[src/rtl/multi_channel_send_scheduler_if.sv]
// Time-of-day inputs, per-channel request/ack and sticky status flags for the send scheduler.
// OVERRUN_CNT_EN adds the per-channel overrun event counter bus.
interface multi_channel_send_scheduler_if #(
  parameter int unsigned NUM_CH = 4,
  parameter int unsigned CW     = 6
);
  logic                 enable;
  logic [5:0]           minutes;
  logic [5:0]           seconds;
  logic [NUM_CH*CW-1:0] interval;
  logic [NUM_CH-1:0]    send_ack;
  logic                 clr_flags;
  logic [NUM_CH-1:0]    send_data;
  logic [NUM_CH-1:0]    overrun;
  logic [NUM_CH-1:0]    timeout;

`ifdef OVERRUN_CNT_EN
  logic [NUM_CH*8-1:0]  overrun_cnt;

  modport master (
    output enable, minutes, seconds, interval, send_ack, clr_flags,
    input  send_data, overrun, timeout, overrun_cnt
  );

  modport slave (
    input  enable, minutes, seconds, interval, send_ack, clr_flags,
    output send_data, overrun, timeout, overrun_cnt
  );
`else
  modport master (
    output enable, minutes, seconds, interval, send_ack, clr_flags,
    input  send_data, overrun, timeout
  );

  modport slave (
    input  enable, minutes, seconds, interval, send_ack, clr_flags,
    output send_data, overrun, timeout
  );
`endif

endinterface

[src/rtl/multi_channel_send_scheduler.sv]
// Raises an active-low send request per channel every interval minutes, held until ack or seconds timeout.
// Define OVERRUN_CNT_EN to add per-channel saturating overrun event counters.
module multi_channel_send_scheduler #(
  parameter int unsigned NUM_CH   = 4,
  parameter int unsigned CW       = 6,
  parameter int unsigned HOLD_SEC = 1   // 0 = hold until ack only, max 63
) (
  input logic clk,
  input logic rst,
  multi_channel_send_scheduler_if.slave bus
);

  typedef enum logic {
    IDLE,
    REQ
  } ch_state_t;

  localparam logic [5:0] HOLD_LAST = (HOLD_SEC == 0) ? 6'd0 : 6'(HOLD_SEC - 1);

  logic              init;
  logic [5:0]        min_q;
  logic [5:0]        sec_q;
  logic              min_tick;
  logic              sec_tick;

  logic [CW-1:0]     iv      [NUM_CH];
  logic [CW-1:0]     cnt_q   [NUM_CH];
  logic [CW-1:0]     cnt_d   [NUM_CH];
  logic [5:0]        hold_q  [NUM_CH];
  logic [5:0]        hold_d  [NUM_CH];
  ch_state_t         state_q [NUM_CH];
  ch_state_t         state_d [NUM_CH];

  logic [NUM_CH-1:0] fire;
  logic [NUM_CH-1:0] ovr_set;
  logic [NUM_CH-1:0] to_set;
  logic [NUM_CH-1:0] send_q;
  logic [NUM_CH-1:0] overrun_q;
  logic [NUM_CH-1:0] timeout_q;

  // init masks the first post-reset sample so a stale min_q/sec_q cannot tick
  assign min_tick = init & (bus.minutes != min_q);
  assign sec_tick = init & (bus.seconds != sec_q);

  always_ff @(posedge clk) begin
    if (rst) begin
      init  <= 1'b0;
      min_q <= '0;
      sec_q <= '0;
    end else begin
      init  <= 1'b1;
      min_q <= bus.minutes;
      sec_q <= bus.seconds;
    end
  end

  always_comb begin
    for (int unsigned c = 0; c < NUM_CH; c++) begin
      iv[c] = bus.interval[c*CW +: CW];
    end
  end

  // >= rather than == so a shortened interval fires on the very next tick
  always_comb begin
    fire = '0;
    for (int unsigned c = 0; c < NUM_CH; c++) begin
      cnt_d[c] = cnt_q[c];
      if (iv[c] == '0) begin
        cnt_d[c] = '0;
      end else if (min_tick && bus.enable) begin
        if (cnt_q[c] >= iv[c] - CW'(1)) begin
          cnt_d[c] = '0;
          fire[c]  = 1'b1;
        end else begin
          cnt_d[c] = cnt_q[c] + CW'(1);
        end
      end
    end
  end

  // A fire pre-empts ack and any same-cycle seconds tick on that channel
  always_comb begin
    ovr_set = '0;
    to_set  = '0;
    for (int unsigned c = 0; c < NUM_CH; c++) begin
      state_d[c] = state_q[c];
      hold_d[c]  = hold_q[c];
      case (state_q[c])
        IDLE: begin
          if (fire[c]) begin
            state_d[c] = REQ;
            hold_d[c]  = '0;
          end
        end
        REQ: begin
          if (fire[c]) begin
            hold_d[c]  = '0;
            ovr_set[c] = ~bus.send_ack[c];
          end else if (bus.send_ack[c]) begin
            state_d[c] = IDLE;
          end else if (sec_tick && (HOLD_SEC != 0)) begin
            if (hold_q[c] == HOLD_LAST) begin
              state_d[c] = IDLE;
              to_set[c]  = 1'b1;
            end else begin
              hold_d[c] = hold_q[c] + 6'd1;
            end
          end
        end
        default: begin
          state_d[c] = IDLE;
        end
      endcase
    end
  end

  always_ff @(posedge clk) begin
    if (rst) begin
      for (int unsigned c = 0; c < NUM_CH; c++) begin
        state_q[c] <= IDLE;
        cnt_q[c]   <= '0;
        hold_q[c]  <= '0;
      end
      send_q    <= '1;
      overrun_q <= '0;
      timeout_q <= '0;
    end else begin
      for (int unsigned c = 0; c < NUM_CH; c++) begin
        state_q[c] <= state_d[c];
        cnt_q[c]   <= cnt_d[c];
        hold_q[c]  <= hold_d[c];
        send_q[c]  <= (state_d[c] != REQ);
      end
      overrun_q <= ovr_set | (overrun_q & ~{NUM_CH{bus.clr_flags}});
      timeout_q <= to_set  | (timeout_q & ~{NUM_CH{bus.clr_flags}});
    end
  end

  assign bus.send_data = send_q;
  assign bus.overrun   = overrun_q;
  assign bus.timeout   = timeout_q;

`ifdef OVERRUN_CNT_EN
  logic [7:0]          ocnt_q [NUM_CH];
  logic [NUM_CH*8-1:0] ocnt_flat;

  always_ff @(posedge clk) begin
    for (int unsigned c = 0; c < NUM_CH; c++) begin
      if (rst) begin
        ocnt_q[c] <= '0;
      end else if (ovr_set[c]) begin
        if (bus.clr_flags) begin
          ocnt_q[c] <= 8'd1;
        end else if (ocnt_q[c] != '1) begin
          ocnt_q[c] <= ocnt_q[c] + 8'd1;
        end
      end else if (bus.clr_flags) begin
        ocnt_q[c] <= '0;
      end
    end
  end

  always_comb begin
    ocnt_flat = '0;
    for (int unsigned c = 0; c < NUM_CH; c++) begin
      ocnt_flat[c*8 +: 8] = ocnt_q[c];
    end
  end

  assign bus.overrun_cnt = ocnt_flat;
`endif

endmodule

[src/flat_wrapper.sv]
// flat-port wrapper written by rule: the top's interface ports become plain ports
module multi_channel_send_scheduler_flat 
#(
  parameter int unsigned NUM_CH   = 4,
  parameter int unsigned CW       = 6,
  parameter int unsigned HOLD_SEC = 1                                     
)
  (clk, rst, bus_enable, bus_minutes, bus_seconds, bus_interval, bus_send_ack, bus_clr_flags, bus_send_data, bus_overrun, bus_timeout);
  multi_channel_send_scheduler_if #(.NUM_CH(NUM_CH), .CW(CW)) bus_i ();
  input logic clk;
  input logic rst;
  input wire logic [$bits(bus_i.enable)-1:0] bus_enable;
  input wire logic [$bits(bus_i.minutes)-1:0] bus_minutes;
  input wire logic [$bits(bus_i.seconds)-1:0] bus_seconds;
  input wire logic [$bits(bus_i.interval)-1:0] bus_interval;
  input wire logic [$bits(bus_i.send_ack)-1:0] bus_send_ack;
  input wire logic [$bits(bus_i.clr_flags)-1:0] bus_clr_flags;
  output wire logic [$bits(bus_i.send_data)-1:0] bus_send_data;
  output wire logic [$bits(bus_i.overrun)-1:0] bus_overrun;
  output wire logic [$bits(bus_i.timeout)-1:0] bus_timeout;
  assign bus_i.enable = bus_enable;
  assign bus_i.minutes = bus_minutes;
  assign bus_i.seconds = bus_seconds;
  assign bus_i.interval = bus_interval;
  assign bus_i.send_ack = bus_send_ack;
  assign bus_i.clr_flags = bus_clr_flags;
  assign bus_send_data = bus_i.send_data;
  assign bus_overrun = bus_i.overrun;
  assign bus_timeout = bus_i.timeout;
  multi_channel_send_scheduler #(.NUM_CH(NUM_CH), .CW(CW), .HOLD_SEC(HOLD_SEC)) u_core (.clk(clk), .rst(rst), .bus(bus_i));
endmodule
[config.mk]
export PLATFORM = sky130hd
export DESIGN_NAME = multi_channel_send_scheduler_flat
export DESIGN_NICKNAME = d
export VERILOG_FILES = /design/src/rtl/multi_channel_send_scheduler_if.sv /design/src/rtl/multi_channel_send_scheduler.sv /design/src/flat_wrapper.sv
export SDC_FILE = /design/constraint.sdc
export NUM_CORES = 1
export LEC_CHECK = 0
export ABC_AREA = 0
export CORE_ASPECT_RATIO = 0.7
export CORE_MARGIN = 4
export CORE_UTILIZATION = 29
export DETAILED_ROUTE_END_ITERATION = 8
export HOLD_SLACK_MARGIN = 0.08
export PLACE_DENSITY_LB_ADDON = 0.15
export SYNTH_ARGS = -nofsm -noshare
export SYNTH_HDL_FRONTEND = slang
export SYNTH_SLANG_ARGS = --single-unit
[constraint.sdc]
create_clock -name clk -period 3 [get_ports clk]
set_clock_uncertainty 0.05 [all_clocks]
set_input_delay 0.3 -clock clk [delete_from_list [all_inputs] [get_ports clk]]
set_output_delay 0.3 -clock clk [all_outputs]
set_load 0.05 [all_outputs]
==> results.txt <==
Peak VDD IR: 0.000232 V
Level count of the clock H-tree: 3
Slowest CP cell: clkdlybuf4s50_1
Mean post-synth cell area: 8.66 um^2
Slew margin rel.: 57.9%
Clk_lat worst skew: 330 ps
Cell repeated most along the worst path: ha_1
Syn Inst Count: 521
Status: finished clean
EDFF count, synth: 0
#FFs+latches synth: 77
Crit path depth: 11
Vias in the first global route: 3918
Async set-reset flop share out of synthesis: 0%
Antenna-violating nets left: 0
Area Overhead vs Synth: 25.7%
Synth Flop Type: dfxtp_1
Critical path arrival: 2710 ps
Detailed-route via count: 3957
Post-layout min period: 2540 ps
Hold_buf cts: 0
Sequential-to-total area share from yosys stat: 34.2%
Vias per cell: 5.02
Yosys warns: 0
Final WL: 11300 um
Setup crit start kind: input pin
PostCTS Resize Cnt: 0
Distinct cell type count after synthesis: 57
Leak: 2.15 nW
Starting Density: 30.2%
Hold Crit Depth: 2
Post-layout nets: 677
Synth top area cells: dfxtp_1 (34%), ha_1 (12%), xor2_1 (4.3%)
Max stage delay on crit path: 470 ps
CP delay by family, top: buffers and inverters
Slew of the pin with the lowest slew margin: 629 ps
Post-synth top area share: 34.2%
Boundary pin count: 56
Syn Std Cell Area: 4510 um^2
Clock transition at path regs: 60 ps
Setup TNS: 0 ps
Die Width: 157 um
Post-synth net total: 609
First-pass GRT wire length: 18800 um
WL per Instance: 14.3 um
WP buf/inv: 3
Critical path capture point type: flip-flop
Top cells by count, synth: dfxtp_1 (77), nand2_1 (45), ha_1 (44)
Crit path cell chain: clkdlybuf4s50_1 -> inv_1 -> ha_1 -> xnor2_1 -> ha_1 -> nand2_1 -> o21ai_0 -> a221oi_1 -> buf_4 -> or3_1 -> o22a_1
Die footprint: 17700 um^2
Max-slew violation count: 0
Worst Reg-to-Reg Cells: 8
Cell taking the most area after synthesis: dfxtp_1
Site Rows: 37
DRC viols: 0
Total iterations of the first detailed-routing run: 4
Pin count of the biggest net entering global routing: 36
CP max FO: 4
Root Driver: clkbuf_16
Worst EP required: 3170 ps
Setup Viol. Count Final: 0
Minimum hold slack: 407 ps
RSZ-0062 raised after global routing: no
Max_cap viols: 0
Period utilization: 84.6%
Hold Crit Class: flip-flop to flip-flop
Setup CP Type: input pin to flip-flop
Fraction of layout cells with a size suffix above 1: 6.40%
Achievable clock frequency: 0.394 GHz
Gp weighted congestion: 0.817
Clock Tree Buf Depth: 2
Total congestion overflow: 0
CTS tree: done
Sink Count: 77
Total GRT Usage: 13.1%
Setup Fix Bufs, Post-CTS: 0
Power Dens Cells: 446 nW/um^2
Hold Fails Final Rpt: 0
IO Port Bufs: 55
N_diodes: 0
Detailed router's first-iteration violation count: 241
Initial antenna violation count: 0
Chip height: 112 um
Cell with the most instances after synthesis: dfxtp_1
Dpl hpwl: 8710 um
CTS buffer count: 9
Core footprint: 15000 um^2
-- registers in the layout, indices dropped and copies added (netlist names) --
register,flops
u_core.hold_q,24
u_core.bus.send_data,4
u_core.sec_q,6
u_core.state_q,4
u_core.bus.timeout,4
u_core.bus.overrun,4
u_core.min_q,6
u_core.init,1
u_core.cnt_q,24
-- cells in the final DEF (no fill, tap or decap), types with 5 or more instances in the layout --
master,instances
nor3_1,16
a32o_1,6
dfxtp_1,77
ha_1,44
o21ai_0,21
and3_1,7
o22ai_1,6
buf_4,15
nor2_1,31
xnor2_1,21
or3_1,9
nand2_1,45
and2_1,6
or4_1,8
clkbuf_16,9
nand3_1,21
a21oi_1,38
nor4_1,5
clkdlybuf4s50_1,55
xor2_1,22
nor2b_1,21
o31ai_1,14
nand4_1,8
a21o_1,6
inv_1,24
-- per-stage QoR --
stage               utilization, %  cells  power, mW  area, um^2  setup slack (ps)
floorplan                        -    521       1.23        4510               762
global placement              35.7    773       1.36        5350               161
detailed placement            35.7    773       1.36        5350               115
CTS                           37.9    789       2.57        5670               471
global route                  37.9    789       2.63        5670               310
finish                        37.9    789       2.53        5670               461
-- final cells by class --
type | instances | area (um^2)
inverters | 25 | 93.8
clock buffers | 13 | 260
clock inverters | 3 | 67.6
well taps | 195 | 244
multi-input cells | 406 | 2800
fillers | 1496 | 9280
flip-flops and latches | 77 | 1540
repair buffers | 70 | 663
-- worst register-to-register path, delay by kind of cell, from the launching register on --
kind / cells / cell delay, ps
DFF: 1 / 400
buffers and inverters: 2 / 230
adders and majority gates: 1 / 270
AOI/OAI and AO/OA: 3 / 610
and+or+nand+nor: 2 / 430
-- power breakdown --
part           switching (mW)  total (mW)  internal (mW)  leakage (nW)
logic                   0.155       0.290          0.135          1.37
registers              0.0115        1.05           1.04         0.625
clock network           0.414        1.19          0.775         0.156
-- worst paths after layout --
kind / startpoint / to / slack (ps)
max: bus_interval[12] / u_core.bus.send_data[2] / 460
max reg2reg: u_core.cnt_q[2][0] / u_core.bus.send_data[2] / 910
min reg2reg: u_core.bus.overrun[3] / u_core.bus.overrun[3] / 410
min: u_core.bus.overrun[3] / u_core.bus.overrun[3] / 410
-- per-layer routing --
metal / routed length [um] / part of all wire (%) / track usage [%]
met5: 0 / 0 / 0
met3: 553 / 4.9 / 3.20
met4: 154 / 1.4 / 4.53
met2: 4520 / 40 / 18.8
met1: 6080 / 54 / 19.2
-- logic make-up after synthesis --
logic type / synth area share, %
AO/OA/AOI/OAI: 18.3
AND/OR/NAND/NOR: 23.3
flip-flops: 34.2
XOR/XNOR: 8.35
buffers and inverters: 3.72
adder cells (fa/ha/maj): 12.2
Note: power is estimated with default switching activity, not from simulation.
